==> src/rtl/uart_pkg.sv <==
// Shared UART receiver types: FSM state encoding, default frame geometry and
// config register addresses.
package uart_pkg;

   typedef enum logic [2:0] {
      IDLE,
      START,
      DATA,
      PARITY,
      STOP1,
      STOP2
   } state_t;

   localparam int OVERSAMPLE_DEF = 16;
   localparam int DATA_BITS_DEF  = 8;

   localparam logic [3:0] ADDR_PARITY = 4'h5;
   localparam logic [3:0] ADDR_STOP   = 4'h6;

endpackage

==> src/rtl/uart_rx_sync.sv <==
// Two-flop synchronizer for the asynchronous RX line; 2 clk latency, no backpressure.
// Preloads to 1 (idle line) so reset never looks like a start bit.
module uart_rx_sync (
   input  logic clk,
   input  logic rst,
   input  logic d,
   output logic q
);

   logic meta;

   always_ff @(posedge clk) begin
      if (rst) begin
         meta <= 1'b1;
         q    <= 1'b1;
      end else begin
         meta <= d;
         q    <= meta;
      end
   end

endmodule

==> src/rtl/uart_rx.sv <==
// Oversampling UART receiver with optional parity and 1/2 stop bits; result 1 clk after last stop sample.
// Config writes stall (c_ready low) while a frame is in progress; received data has no backpressure.
module uart_rx
   import uart_pkg::*;
#(
   parameter int OVERSAMPLE = OVERSAMPLE_DEF,
   parameter int DATA_BITS  = DATA_BITS_DEF
) (
   input  logic                 clk,
   input  logic                 rst,
   input  logic                 in,
   input  logic                 clkinVGA,
   input  logic                 c_valid,
   input  logic [3:0]           c_addr,
   input  logic [7:0]           c_data,
   output logic                 c_ready,
   output logic [1:0]           error,
   output logic                 valid_error,
   output logic [DATA_BITS-1:0] out,
   output logic                 valid_out
);

   localparam int CNT_W = $clog2(OVERSAMPLE);
   localparam int IDX_W = $clog2(DATA_BITS);
   localparam logic [CNT_W-1:0] CNT_MID  = CNT_W'(OVERSAMPLE/2 - 1);
   localparam logic [CNT_W-1:0] CNT_LAST = CNT_W'(OVERSAMPLE - 1);
   localparam logic [IDX_W-1:0] IDX_LAST = IDX_W'(DATA_BITS - 1);

   state_t               state, state_nxt;
   logic [CNT_W-1:0]     cnt, cnt_nxt;
   logic [IDX_W-1:0]     idx, idx_nxt;
   logic [DATA_BITS-1:0] data_q, data_nxt;
   logic                 stop_err, stop_err_nxt;
   logic                 par_err, par_err_nxt;
   logic                 frame_done;
   logic                 frame_stop_err;
   logic                 rx_s;
   logic [1:0]           parity_cfg;
   logic                 stop_two;
   logic                 cfg_wr;
   logic                 unused_ok;

   assign unused_ok = &{1'b0, clkinVGA, c_data[7:2]};

   uart_rx_sync u_sync (
      .clk (clk),
      .rst (rst),
      .d   (in),
      .q   (rx_s)
   );

   assign c_ready = (state == IDLE);
   assign cfg_wr  = c_valid && c_ready;

   always_comb begin
      state_nxt      = state;
      cnt_nxt        = cnt + 1'b1;
      idx_nxt        = idx;
      data_nxt       = data_q;
      stop_err_nxt   = stop_err;
      par_err_nxt    = par_err;
      frame_done     = 1'b0;
      frame_stop_err = 1'b0;
      case (state)
         IDLE: begin
            cnt_nxt      = '0;
            idx_nxt      = '0;
            stop_err_nxt = 1'b0;
            par_err_nxt  = 1'b0;
            if (!rx_s) state_nxt = START;
         end
         START: begin
            // mid-bit recheck; every later sample lands a full bit period after this one
            if (cnt == CNT_MID) begin
               cnt_nxt   = '0;
               state_nxt = rx_s ? IDLE : DATA;
            end
         end
         DATA: begin
            if (cnt == CNT_LAST) begin
               cnt_nxt       = '0;
               data_nxt[idx] = rx_s;
               if (idx == IDX_LAST) begin
                  idx_nxt   = '0;
                  state_nxt = parity_cfg[0] ? PARITY : STOP1;
               end else begin
                  idx_nxt = idx + 1'b1;
               end
            end
         end
         PARITY: begin
            if (cnt == CNT_LAST) begin
               cnt_nxt     = '0;
               par_err_nxt = (rx_s != ((^data_q) ^ parity_cfg[1]));
               state_nxt   = STOP1;
            end
         end
         STOP1: begin
            if (cnt == CNT_LAST) begin
               cnt_nxt = '0;
               if (stop_two) begin
                  stop_err_nxt = !rx_s;
                  state_nxt    = STOP2;
               end else begin
                  frame_done     = 1'b1;
                  frame_stop_err = !rx_s;
                  state_nxt      = IDLE;
               end
            end
         end
         STOP2: begin
            if (cnt == CNT_LAST) begin
               cnt_nxt        = '0;
               frame_done     = 1'b1;
               frame_stop_err = stop_err || !rx_s;
               state_nxt      = IDLE;
            end
         end
         default: state_nxt = IDLE;
      endcase
   end

   always_ff @(posedge clk) begin
      if (rst) begin
         state       <= IDLE;
         cnt         <= '0;
         idx         <= '0;
         data_q      <= '0;
         stop_err    <= 1'b0;
         par_err     <= 1'b0;
         out         <= '0;
         valid_out   <= 1'b0;
         error       <= 2'b00;
         valid_error <= 1'b0;
         parity_cfg  <= 2'b00;
         stop_two    <= 1'b0;
      end else begin
         state       <= state_nxt;
         cnt         <= cnt_nxt;
         idx         <= idx_nxt;
         data_q      <= data_nxt;
         stop_err    <= stop_err_nxt;
         par_err     <= par_err_nxt;
         valid_out   <= frame_done && !frame_stop_err && !par_err;
         valid_error <= frame_done && (frame_stop_err || par_err);
         if (frame_done) begin
            error <= {par_err, frame_stop_err};
            if (!frame_stop_err && !par_err) out <= data_q;
         end
         if (cfg_wr) begin
            if (c_addr == ADDR_PARITY) parity_cfg <= c_data[1:0];
            if (c_addr == ADDR_STOP)   stop_two   <= c_data[0];
         end
      end
   end

endmodule

==> config.mk <==
export PLATFORM = sky130hd
export DESIGN_NAME = uart_rx
export DESIGN_NICKNAME = d
export VERILOG_FILES = /design/src/rtl/uart_pkg.sv /design/src/rtl/uart_rx_sync.sv /design/src/rtl/uart_rx.sv
export SDC_FILE = /design/constraint.sdc
export NUM_CORES = 1
export LEC_CHECK = 0
export CORE_ASPECT_RATIO = 1.25
export CORE_MARGIN = 5
export CORE_UTILIZATION = 53
export CTS_CLUSTER_SIZE = 20
export DETAILED_ROUTE_END_ITERATION = 12
export PLACE_DENSITY = 0.78
export SLEW_MARGIN = 40
export SYNTH_ARGS = -nofsm -noshare
export SYNTH_HDL_FRONTEND = slang
export SYNTH_SLANG_ARGS = --single-unit
==> constraint.sdc <==
create_clock -name clk -period 2 [get_ports clk]
set_input_delay 0.2 -clock clk [delete_from_list [all_inputs] [get_ports clk]]
set_output_delay 0.2 -clock clk [all_outputs]
set_load 0.01 [all_outputs]
==> results.toml, run 1 <==
[placement]
placed_cell_area_um2 = 2140
dp_slack_ns = 0.229
portBuffers = 22
gp_congestion = 0.870
hpwlAfterDp_um = 2870

[floorplan]
initial_core_util = 0.548
die_w_um = 63.7
dieArea_um2 = 4910
core_region_area_um2 = 3480
io_pins = 30
num_rows = 24
die_y_um = 77.1

[sta]
holdWs_ns = 0.414
report.final.slew_viol_count = 0
tightest_slew_ns = 0.495
fin_ws_ns = 0.0865
skew_ns = 0.00564
rsz0062_at_grt = "false"
fmax_ghz = 0.523
setup_tns_ns = 0
post-route-period-util = 0.957
setup_violations = 0
fin_crit_ns = 1.91
slew_headroom = 0.669
final_hold_viol_count = 0

[cts]
path_clk_slew_ns = 0.07
cts_root_buffer = "clkbuf_8"
cts_tree = "built"
cts_resized = 0
clkSinkCount = 37
holdBufCountCts = 0
clock_path_buffers = 2
post_cts_buffers = 0
clk_latency_ns = 0.29
cts_made_buffers = 5
htreeDepth = 2

[outcome]
status = "completed"

[route]
num_vias = 1467
viasPerCell = 5.73
dr.pass1.iters = 4
antenna_left = 0
routed_wl_um = 3860
routedWlPerCell_um = 15.1
drc = 0
drt_iter0_drc = 72

[worst_setup_path]
critPathKind = "reg -> out"
r2r_cells = 6
cp_slowest_cell = "clkdlybuf4s50_1"
crit_start = "state[0]"
critPathMaxFanout = 12
crit_path_end_kind = "output port"
critPathLaunchType = "flip-flop"
r2r_slack_ns = 0.21
r2r-end = "data_q[1]"
critPathRequiredTime_ns = 1.80
arrival_ns = 1.71
max_stage_delay_ns = 0.54
path_cells = "nor2_4 > nand2_4 > clkinv_2 > clkdlybuf4s50_1"
rr_startpoint = "cnt[0]"

[global_route]
grt_usage = 0.170
met3_usage = 0.0468
grt_pass1_vias = 1514
antenna_found_initial = 0
use_met2 = 0.319
grt_pass1_wl_um = 6730
grt_overflow = 0
grt_max_degree = 27
busiest_layer = "met2"
met1_usage = 0.178

[synthesis]
syn_nets = 216
async_reset_ff_frac = 0
ys_types = 57
yosysTopAreaCellShare = 0.388
ys_ff_latch = 37
yosysSeqAreaShare = 0.388
yosys_warnings = 0
avgSynthCellArea_um2 = 9.74
synth_edf_count = 0
yosysTopAreaCell = "dfxtp_1"
netlist_instances = 196
synthFlopType = "dfxtp_1"
ys_top_cells_by_area = "dfxtp_1, mux2i_1, nor2_1"
synth_area_um2 = 1910

[power]
leakage_nw = 0.878
switching_share = 0.223
power_mw = 1.50
p_seq_frac = 0.501
power_density_nw_per_um2 = 666
switchingPower_uw = 335
p_clk_frac = 0.428
ir_worst_vdd_uv = 854
power_frac_comb = 0.070
p_int_mw = 1.17

[finish]
layout.nets = 236
final_cell_area_um2 = 2260
syn_to_final_growth_pct = 18.4
fillers = 292
diodes = 0
drive_above_1_share = 0.157

[hold_path]
hp-start = "u_sync.meta"
holdPathEnd = "u_sync.q"
hp-class = "reg -> reg"
hold_depth = 1

[job]
drv_cap = 0
## cells in the mapped netlist, types with 2 or more instances
cell,n
nand2_1,6
buf_2,3
a21oi_1,5
nor4b_2,3
a31oi_1,3
or2_2,2
xnor2_1,6
inv_1,3
nand4_1,3
nand2b_1,2
buf_6,3
xor2_1,3
buf_4,2
o21ai_0,2
o21ai_1,3
mux2i_1,20
nor3_2,2
nor2b_1,4
clkbuf_1,6
nor2_1,33
nand4b_1,2
dfxtp_1,37
a22oi_1,2
ha_1,3
nand3_1,6
## through the flow
stage | instances | util
2_1_floorplan | 196 | -
3_3_place_gp | 248 | 0.615
3_5_place_dp | 248 | 0.615
4_1_cts | 256 | 0.648
5_1_grt | 256 | 0.648
6_report | 256 | 0.648
## sequential cells by signal, summed over array words and instances, names as in the netlist, 2 cells and up
signal / flops
data_q: 8
out: 8
cnt: 4
idx: 3
state: 3
error: 2
parity_cfg: 2
## logic make-up (layout without fill, tap and decap cells)
family / count (synthesis) / after routing / share of synthesized area
adder cells (fa/ha/maj): 3 / 3 / 0.0197
AND/OR/NAND/NOR: 81 / 81 / 0.279
AO/OA/AOI/OAI: 24 / 24 / 0.0905
buffers and inverters: 20 / 41 / 0.0583
multiplexers: 21 / 21 / 0.111
flip-flops: 37 / 37 / 0.388
XOR/XNOR: 10 / 10 / 0.0531
## layer usage
| layer | part of all wire | routed length [µm] | vias to the layer above |
|---|---|---|---|
| met4 | 0.010 | 40 | 0 |
| met2 | 0.56 | 2170 | 24 |
| li1 | - | - | 723 |
| met5 | 0 | 0 | - |
| met3 | 0.033 | 126 | 4 |
| met1 | 0.40 | 1530 | 716 |
## critical path, delay by kind of cell (launching register included)
family / cells / cell delay, ns
buffers and inverters: 2 / 0.64
AND/OR/NAND/NOR: 2 / 0.34
flip-flops: 1 / 0.44
## layout by cell type, fill, tap and decap left out, types with 4 or more instances in the layout
master and instances:
a21oi_1 5, buf_4 5, clkbuf_8 5, clkdlybuf4s50_1 22, dfxtp_1 37, mux2i_1 20, nand2_1 6, nand3_1 6
nor2_1 33, nor2b_1 4, xnor2_1 6
## layout make-up
cell class / instances / area, µm² / share of cell area
inverters: 5 / 20.0 / 0.00886
well taps: 39 / 48.8 / 0.0216
clock inverters: 3 / 46.3 / 0.0205
repair buffers: 28 / 278 / 0.123
multi-input cells: 139 / 1060 / 0.468
clock buffers: 5 / 68.8 / 0.0305
flip-flops and latches: 37 / 741 / 0.328
## power groups by stage
stage	sequential, mW	combinational (mW)	clock [mW]
after global routing	0.755	0.114	0.714
after global placement	0.770	0.102	0
after detailed placement	0.771	0.107	0
after floorplan	0.764	0.0723	0
after CTS	0.753	0.107	0.663
final	0.753	0.106	0.644
## how the worst max path moves through the flow
stage | slack (ns) | to
after global routing | 0.01 | c_ready
after CTS | 0.07 | c_ready
after detailed placement | 0.23 | data_q[2]
after floorplan | 0.42 | data_q[4]
final | 0.09 | c_ready
after global placement | 0.31 | data_q[2]
(Power assumes the default switching activity.)
==> run 2, diff against run 1 <==
--- a/config.mk
+++ b/config.mk
@@ -10,6 +10,7 @@
 export CORE_UTILIZATION = 53
 export CTS_CLUSTER_SIZE = 20
 export DETAILED_ROUTE_END_ITERATION = 12
+export MAX_ROUTING_LAYER = met4
 export PLACE_DENSITY = 0.78
 export SLEW_MARGIN = 40
 export SYNTH_ARGS = -nofsm -noshare
==> run 2 against run 1 <==
Sequential share of layout area stayed put. Setup slack about the same. Combinational power hardly changed. Critical path type unchanged. Register-to-register slack about the same. Via count shrank 0.34%. Clock skew about the same. Die area unchanged. Routed wire length is essentially flat. Flip-flop and latch count did not move.
==> results.toml, run 2 (synthesized netlist as in run 1, its figures left out) <==
[finish]
layout.nets = 236
regArea_um2 = 741
layout_common_cells = "dfxtp_1, nor2_1, clkdlybuf4s50_1, mux2i_1"
diodes = 0
fillers = 292
multiInputGateArea_um2 = 1060
drive_above_1_share = 0.157
top_regs = "data_q: 8 flops, out: 8 flops, cnt: 4 flops"
syn_to_final_growth_pct = 18.4
layout.cells.most_common = "dfxtp_1"

[floorplan]
core_region_area_um2 = 3480
dieArea_um2 = 4910
die_w_um = 63.7
initial_core_util = 0.548
die_y_um = 77.1
num_rows = 24
io_pins = 30

[power]
p_clk_frac = 0.428
switchingPower_uw = 334
power_frac_comb = 0.070
p_seq_frac = 0.502
switching_share = 0.222
power_density_nw_per_um2 = 665
p_int_mw = 1.17
ir_worst_vdd_uv = 853
leakage_nw = 0.878

[cts]
cts_resized = 0
htreeDepth = 2
clkSinkCount = 37
cts_made_buffers = 5
path_clk_slew_ns = 0.07
clk_latency_ns = 0.29
cts_root_buffer = "clkbuf_8"
clock_path_buffers = 2
post_cts_buffers = 0
holdBufCountCts = 0
cts_tree = "built"

[route]
routedWlPerCell_um = 15.1
viasPerCell = 5.71
drt_iter0_drc = 75
dr.pass1.iters = 4
routed_wl_um = 3860
num_vias = 1462
antenna_left = 0
drc = 0

[worst_setup_path]
critPathRequiredTime_ns = 1.80
arrival_ns = 1.71
critPathKind = "reg -> out"
crit_path_end_kind = "output port"
critPathMaxFanout = 12
critPathLaunchType = "flip-flop"

[sta]
fin_crit_ns = 1.91
report.final.slew_viol_count = 0
setup_violations = 0
fmax_ghz = 0.523
rsz0062_at_grt = "false"
skew_ns = 0.00562
slew_headroom = 0.669
final_hold_viol_count = 0
post-route-period-util = 0.957
setup_tns_ns = 0
tightest_slew_ns = 0.495
fin_ws_ns = 0.0867

[placement]
dp_slack_ns = 0.229
hpwlAfterDp_um = 2870
gp_congestion = 0.885
portBuffers = 22

[hold_path]
hp-class = "reg -> reg"

[global_route]
grt_usage = 0.175
grt_max_degree = 27
grt_pass1_wl_um = 6720
grt_pass1_vias = 1514
antenna_found_initial = 0
grt_overflow = 0

[outcome]
status = "completed"

[job]
drv_cap = 0
==> run 2: power groups by stage <==
stage	clock network [mW]	logic [mW]	registers, mW
after global placement	0	0.102	0.770
after floorplan	0	0.0723	0.764
after detailed placement	0	0.107	0.771
after global routing	0.714	0.114	0.755
after CTS	0.663	0.107	0.753
final	0.643	0.106	0.753
==> run 2: layout make-up <==
cell class / count / share of cell area
flip-flops and latches: 37 / 0.328
well taps: 39 / 0.0216
clock inverters: 3 / 0.0205
multi-input cells: 139 / 0.468
repair buffers: 28 / 0.123
clock buffers: 5 / 0.0305
inverters: 5 / 0.00886
==> run 2: final timing paths <==
check | from | end | depth (start not counted) | slack (ns)
setup / recovery | state[0] | c_ready | 4 | 0.09
hold / removal | u_sync.meta | u_sync.q | 1 | 0.41
setup reg to reg | cnt[0] | data_q[1] | 6 | 0.21
hold reg to reg | u_sync.meta | u_sync.q | 1 | 0.41
==> run 2: metrics by stage <==
stage               utilization  total power [mW]  std cells  cell area, µm²  hold WS (ns)
floorplan                     -             0.837        196            1910         0.304
global placement          0.615             0.872        248            2140         0.399
detailed placement        0.615             0.877        248            2140         0.398
CTS                       0.648              1.52        256            2260         0.416
global route              0.648              1.58        256            2260         0.432
finish                    0.648              1.50        256            2260         0.414
==> run 2: critical path, cell delays in order, from the launching register on <==
cell,delay (ns)
dfxtp_1,0.44
nor2_4,0.25
nand2_4,0.09
clkinv_2,0.10
clkdlybuf4s50_1,0.54
==> run 2: per-layer routing <==
layer,up-vias,wire [µm],global-route usage
met5,-,0,-
met4,0,41,0.0561
met3,4,120,0.0468
met2,20,2160,0.319
met1,716,1530,0.178
li1,722,-,-
==> run 3, diff against run 2 <==
--- a/config.mk
+++ b/config.mk
@@ -5,6 +5,7 @@
 export SDC_FILE = /design/constraint.sdc
 export NUM_CORES = 1
 export LEC_CHECK = 0
+export ABC_AREA = 1
 export CORE_ASPECT_RATIO = 1.25
 export CORE_MARGIN = 5
 export CORE_UTILIZATION = 53
==> run 3 against run 2 <==
Clock skew grew 0.0037 ns. Count of clock-buffer cells in the layout grew 2. Routed wire length grew 2.4%. Critical path depth is the same. Cell count grew 43%. Die area grew 0.85%. Non-clock buffer count shrank 3. Area after synthesis grew 0.98%. Combinational power grew to 6.4 times the previous value. Global-route usage grew 0.39 points. Setup slack gained 0.15 ns. Register-to-register slack gained 0.25 ns.
==> results.toml, run 3 <==
[outcome]
status = "completed"

[route]
drt_iter0_drc = 111
routed_wl_um = 3950
num_vias = 1835
drc = 0
dr.pass1.iters = 4
viasPerCell = 5.01
antenna_left = 0
routedWlPerCell_um = 10.8

[worst_setup_path]
path_buf_inv = 2
crit_path_end_kind = "output port"
critPathLaunchType = "flip-flop"
cp_slowest_cell = "clkdlybuf4s50_1"
arrival_ns = 1.56
critPathRequiredTime_ns = 1.80
max_stage_delay_ns = 0.55
crit_family = "buffers and inverters"
path_cells = "nor2_1 > nand2_1 > inv_2 > clkdlybuf4s50_1"
critPathKind = "reg -> out"
critPathMaxFanout = 6

[synthesis]
synth_area_um2 = 1930
ys_top_cells_by_area = "dfxtp_1, nand2_1, nor2_1"
synth_most_common_cell = "nand2_1"
yosysTopAreaCellShare = 0.384
async_reset_ff_frac = 0
ys_types = 26
yosysSeqAreaShare = 0.384
synth_edf_count = 0
syn_nets = 318
avgSynthCellArea_um2 = 6.47
yosys_warnings = 0
netlist_instances = 298
ys_ff_latch = 37
yosysTopAreaCell = "dfxtp_1"
synthTopCellsByCount = "nand2_1, nor2_1, dfxtp_1, inv_1, o21ai_0"
synthFlopType = "dfxtp_1"

[sta]
skew_ns = 0.00928
fmax_ghz = 0.568
report.final.slew_viol_count = 0
rsz0062_at_grt = "false"
tightest_slew_ns = 0.361
post-route-period-util = 0.880
setup_violations = 0
holdWs_ns = 0.416
slew_headroom = 0.757
setup_tns_ns = 0
fin_crit_ns = 1.76
final_hold_viol_count = 0
fin_ws_ns = 0.241

[power]
p_int_mw = 1.44
p_seq_frac = 0.389
power_frac_comb = 0.308
ir_worst_vdd_uv = 806
switching_share = 0.344
switchingPower_uw = 756
leakage_nw = 1.05
power_density_nw_per_um2 = 948
p_clk_frac = 0.303

[floorplan]
num_rows = 24
io_pins = 30
initial_core_util = 0.548
core_region_area_um2 = 3510
die_w_um = 63.9
die_y_um = 77.4
dieArea_um2 = 4950

[placement]
portBuffers = 22
gp_congestion = 0.891
hpwlAfterDp_um = 3040
dp_slack_ns = 0.446
placed_cell_area_um2 = 2200

[finish]
layout_common_cells = "nand2_1, nor2_1, dfxtp_1, inv_1, clkdlybuf4s50_1"
drive_above_1_share = 0.0948
top_regs = "data_q: 8 flops, out: 8 flops, cnt: 4 flops"
layout.cells.most_common = "nand2_1"
layout.nets = 346
fin_util = 0.660
final_cell_area_um2 = 2320
diodes = 0
syn_to_final_growth_pct = 20.3

[cts]
clock_path_buffers = 2
post_cts_buffers = 0
cts_tree = "built"
cts_root_buffer = "clkbuf_8"
path_clk_slew_ns = 0.07
clk_latency_ns = 0.29
htreeDepth = 2
cts_made_buffers = 5
clkSinkCount = 37
holdBufCountCts = 0
cts_resized = 0

[global_route]
antenna_found_initial = 0
grt_pass1_wl_um = 7090
grt_usage = 0.179
grt_pass1_vias = 1737
grt_max_degree = 23
grt_overflow = 0

[hold_path]
hp-class = "reg -> reg"

[job]
drv_cap = 0
## run 3: logic make-up (layout without fill, tap and decap cells)
kind of cell               count (synthesis)  count (layout)  synth area share
and+or+nand+nor                          176             176             0.400
adders and majority gates                  3               3            0.0195
AOI/OAI and AO/OA                         36              36            0.0980
DFF                                       37              37             0.384
xor gates and xnor gates                   2               2           0.00909
buffers and inverters                     44              73            0.0890
## run 3: metrics by stage
stage	total power, mW	cells
final	2.20	366
after global routing	2.36	366
after CTS	2.22	366
after detailed placement	1.55	358
after global placement	1.54	358
after floorplan	1.37	298
## run 3: final timing paths
check,start,to,slack (ns),cells after the start
setup / recovery,state[0],c_ready,0.24,4
hold / removal,u_sync.meta,u_sync.q,0.42,1
hold reg to reg,u_sync.meta,u_sync.q,0.42,1
setup reg to reg,cnt[0],out[2],0.46,8
## run 3: area by class of cell
class / count / area (µm²)
Fill cell: 332 / 1190
Multi-Input combinational cell: 217 / 1010
Sequential cell: 37 / 741
Timing Repair Buffer: 25 / 243
Inverter: 40 / 155
Clock buffer: 7 / 86.3
Tap cell: 39 / 48.8
Clock inverter: 1 / 30.0
## run 3: worst reg2reg max path, delay by kind of cell (launching register included)
kind            cells  cell delay, ns
compound gates      1            0.18
fa+ha+maj           1            0.18
flops               1            0.35
simple gates        6            0.73
## run 3: per-layer routing
metal	global-route usage	up-vias	wire [µm]
met1	0.183	819	1610
met3	0.0303	8	113
met2	0.328	18	2160
met5	-	-	0
li1	-	990	-
met4	0.0748	0	70
## run 3: power by group through the flow
stage                     clock (mW)  sequential [mW]  combinational (mW)
after floorplan                    0            0.862               0.506
after global placement             0            0.871               0.673
after detailed placement           0            0.873               0.682
after CTS                      0.678            0.856               0.685
after global routing           0.714            0.865               0.779
final                          0.665            0.855               0.677
==> variant (flow settings as in run 2) <==
Change the package constant `OVERSAMPLE_DEF` from 16 to 32.
--- a/src/rtl/uart_pkg.sv
+++ b/src/rtl/uart_pkg.sv
@@ -12,5 +12,5 @@
    } state_t;
 
-   localparam int OVERSAMPLE_DEF = 16;
+   localparam int OVERSAMPLE_DEF = 32;
    localparam int DATA_BITS_DEF  = 8;
 
Formal check against the unedited RTL: no difference found for any inputs over 10 cycles, from zero or initial values and one cycle with rst high; that may be too few to reach the edited logic, so the function may still have changed.
==> variant against run 2 <==
Global-route usage fell by 0.57 points; sequential cell count rose by 1; cell area rose by 9.9%; critical endpoint unchanged; highest routed layer unchanged; critical path depth fell by 1; total power fell by 4.8%; wire length fell by 3.5%; worst setup slack improved by 0.013 ns; synthesized area rose by 7.6%; sequential power rose by 4.1%; count of clock-buffer cells in the layout rose by 1; maximum frequency rose by 0.70%.
==> variant: results (changes against run 2) <==
Outcome
  • Outcome: finished, final reports clean (unchanged)

Detailed routing
  • WL met2: 2060 um (was 2160 um)
  • Met1 WL: 1520 um (was 1530 um)
  • WL per Instance: 13.2 um (was 15.1 um)

Worst setup path
  • Crit Path Max Fanout: 11 (was 12)
  • Reg-to-reg slack, setup: 0.14 ns (was 0.21 ns)
  • Worst R2R Path Depth: 8 (was 6)

Synthesis
  • Sequential share of the synthesized area: 0.371 (was 0.388)
  • Syn Nets: 239 (was 216)
  • Synth top cells by count: dfxtp_1 (38), nor2_1 (28), mux2i_1 (23), nand2b_1 (20), ha_1 (8) (was dfxtp_1 (37), nor2_1 (33), mux2i_1 (20))
  • Xor/xnor share of the synthesized area: 0.0451 (was 0.0531)
  • Complex-gate fraction of the synthesized area: 0.0841 (was 0.0905)

Power
  • Lkg Pwr: 0.965 nW (was 0.878 nW)

Finish
  • Nets@finish: 268 (was 236)
  • Share of cells above drive strength 1: 0.178 (was 0.157)
  • Biggest registers after layout: data_q (8), out (8), cnt (5) (was data_q (8), out (8), cnt (4))
  • Filler Cells Inserted: 324 (was 292)

Placed design
  • Placed Area: 2360 um^2 (was 2140 um^2)
  • RD Place Congestion: 0.796 (was 0.885)
  • DP Wirelength: 2700 um (was 2870 um)

GRT
  • Met3 Usage GRT: 0.0423 (was 0.0468)
  • All-Layer GR Usage: 0.169 (was 0.175)
  • Grt met1 use: 0.178 (about the same)

Timing
  • Slew @ Worst Pin: 0.493 ns (was 0.495 ns)
  • Clk_skew: 0.00463 ns (was 0.00562 ns)
## variant: layout make-up
class                           count  area [um^2]  share of cell area
Clock buffer                        6         82.6              0.0333
Inverter                            7         26.3              0.0106
Multi-Input combinational cell    156         1230               0.494
Sequential cell                    38          767               0.309
Tap cell                           40         50.0              0.0202
Timing Repair Buffer               35          330               0.133
## variant: metrics by stage
step           total power [mW]   util  worst slack (ns)  cells  hold WS [ns]
6_report                   1.43  0.661             0.100    282         0.411
3_5_place_dp              0.945  0.628            0.0420    276         0.400
4_1_cts                    1.44  0.650            0.0258    282         0.416
2_1_floorplan             0.896      -           0.00375    214         0.304
3_3_place_gp              0.942  0.628            0.0556    276         0.394
5_1_grt                    1.50  0.661            0.0121    282         0.442
## variant: power by group through the flow
stage	registers, mW	clock network, mW	logic (mW)
floorplan	0.787	0	0.109
global placement	0.799	0	0.143
detailed placement	0.799	0	0.146
CTS	0.782	0.515	0.147
global route	0.785	0.550	0.161
finish	0.784	0.500	0.146
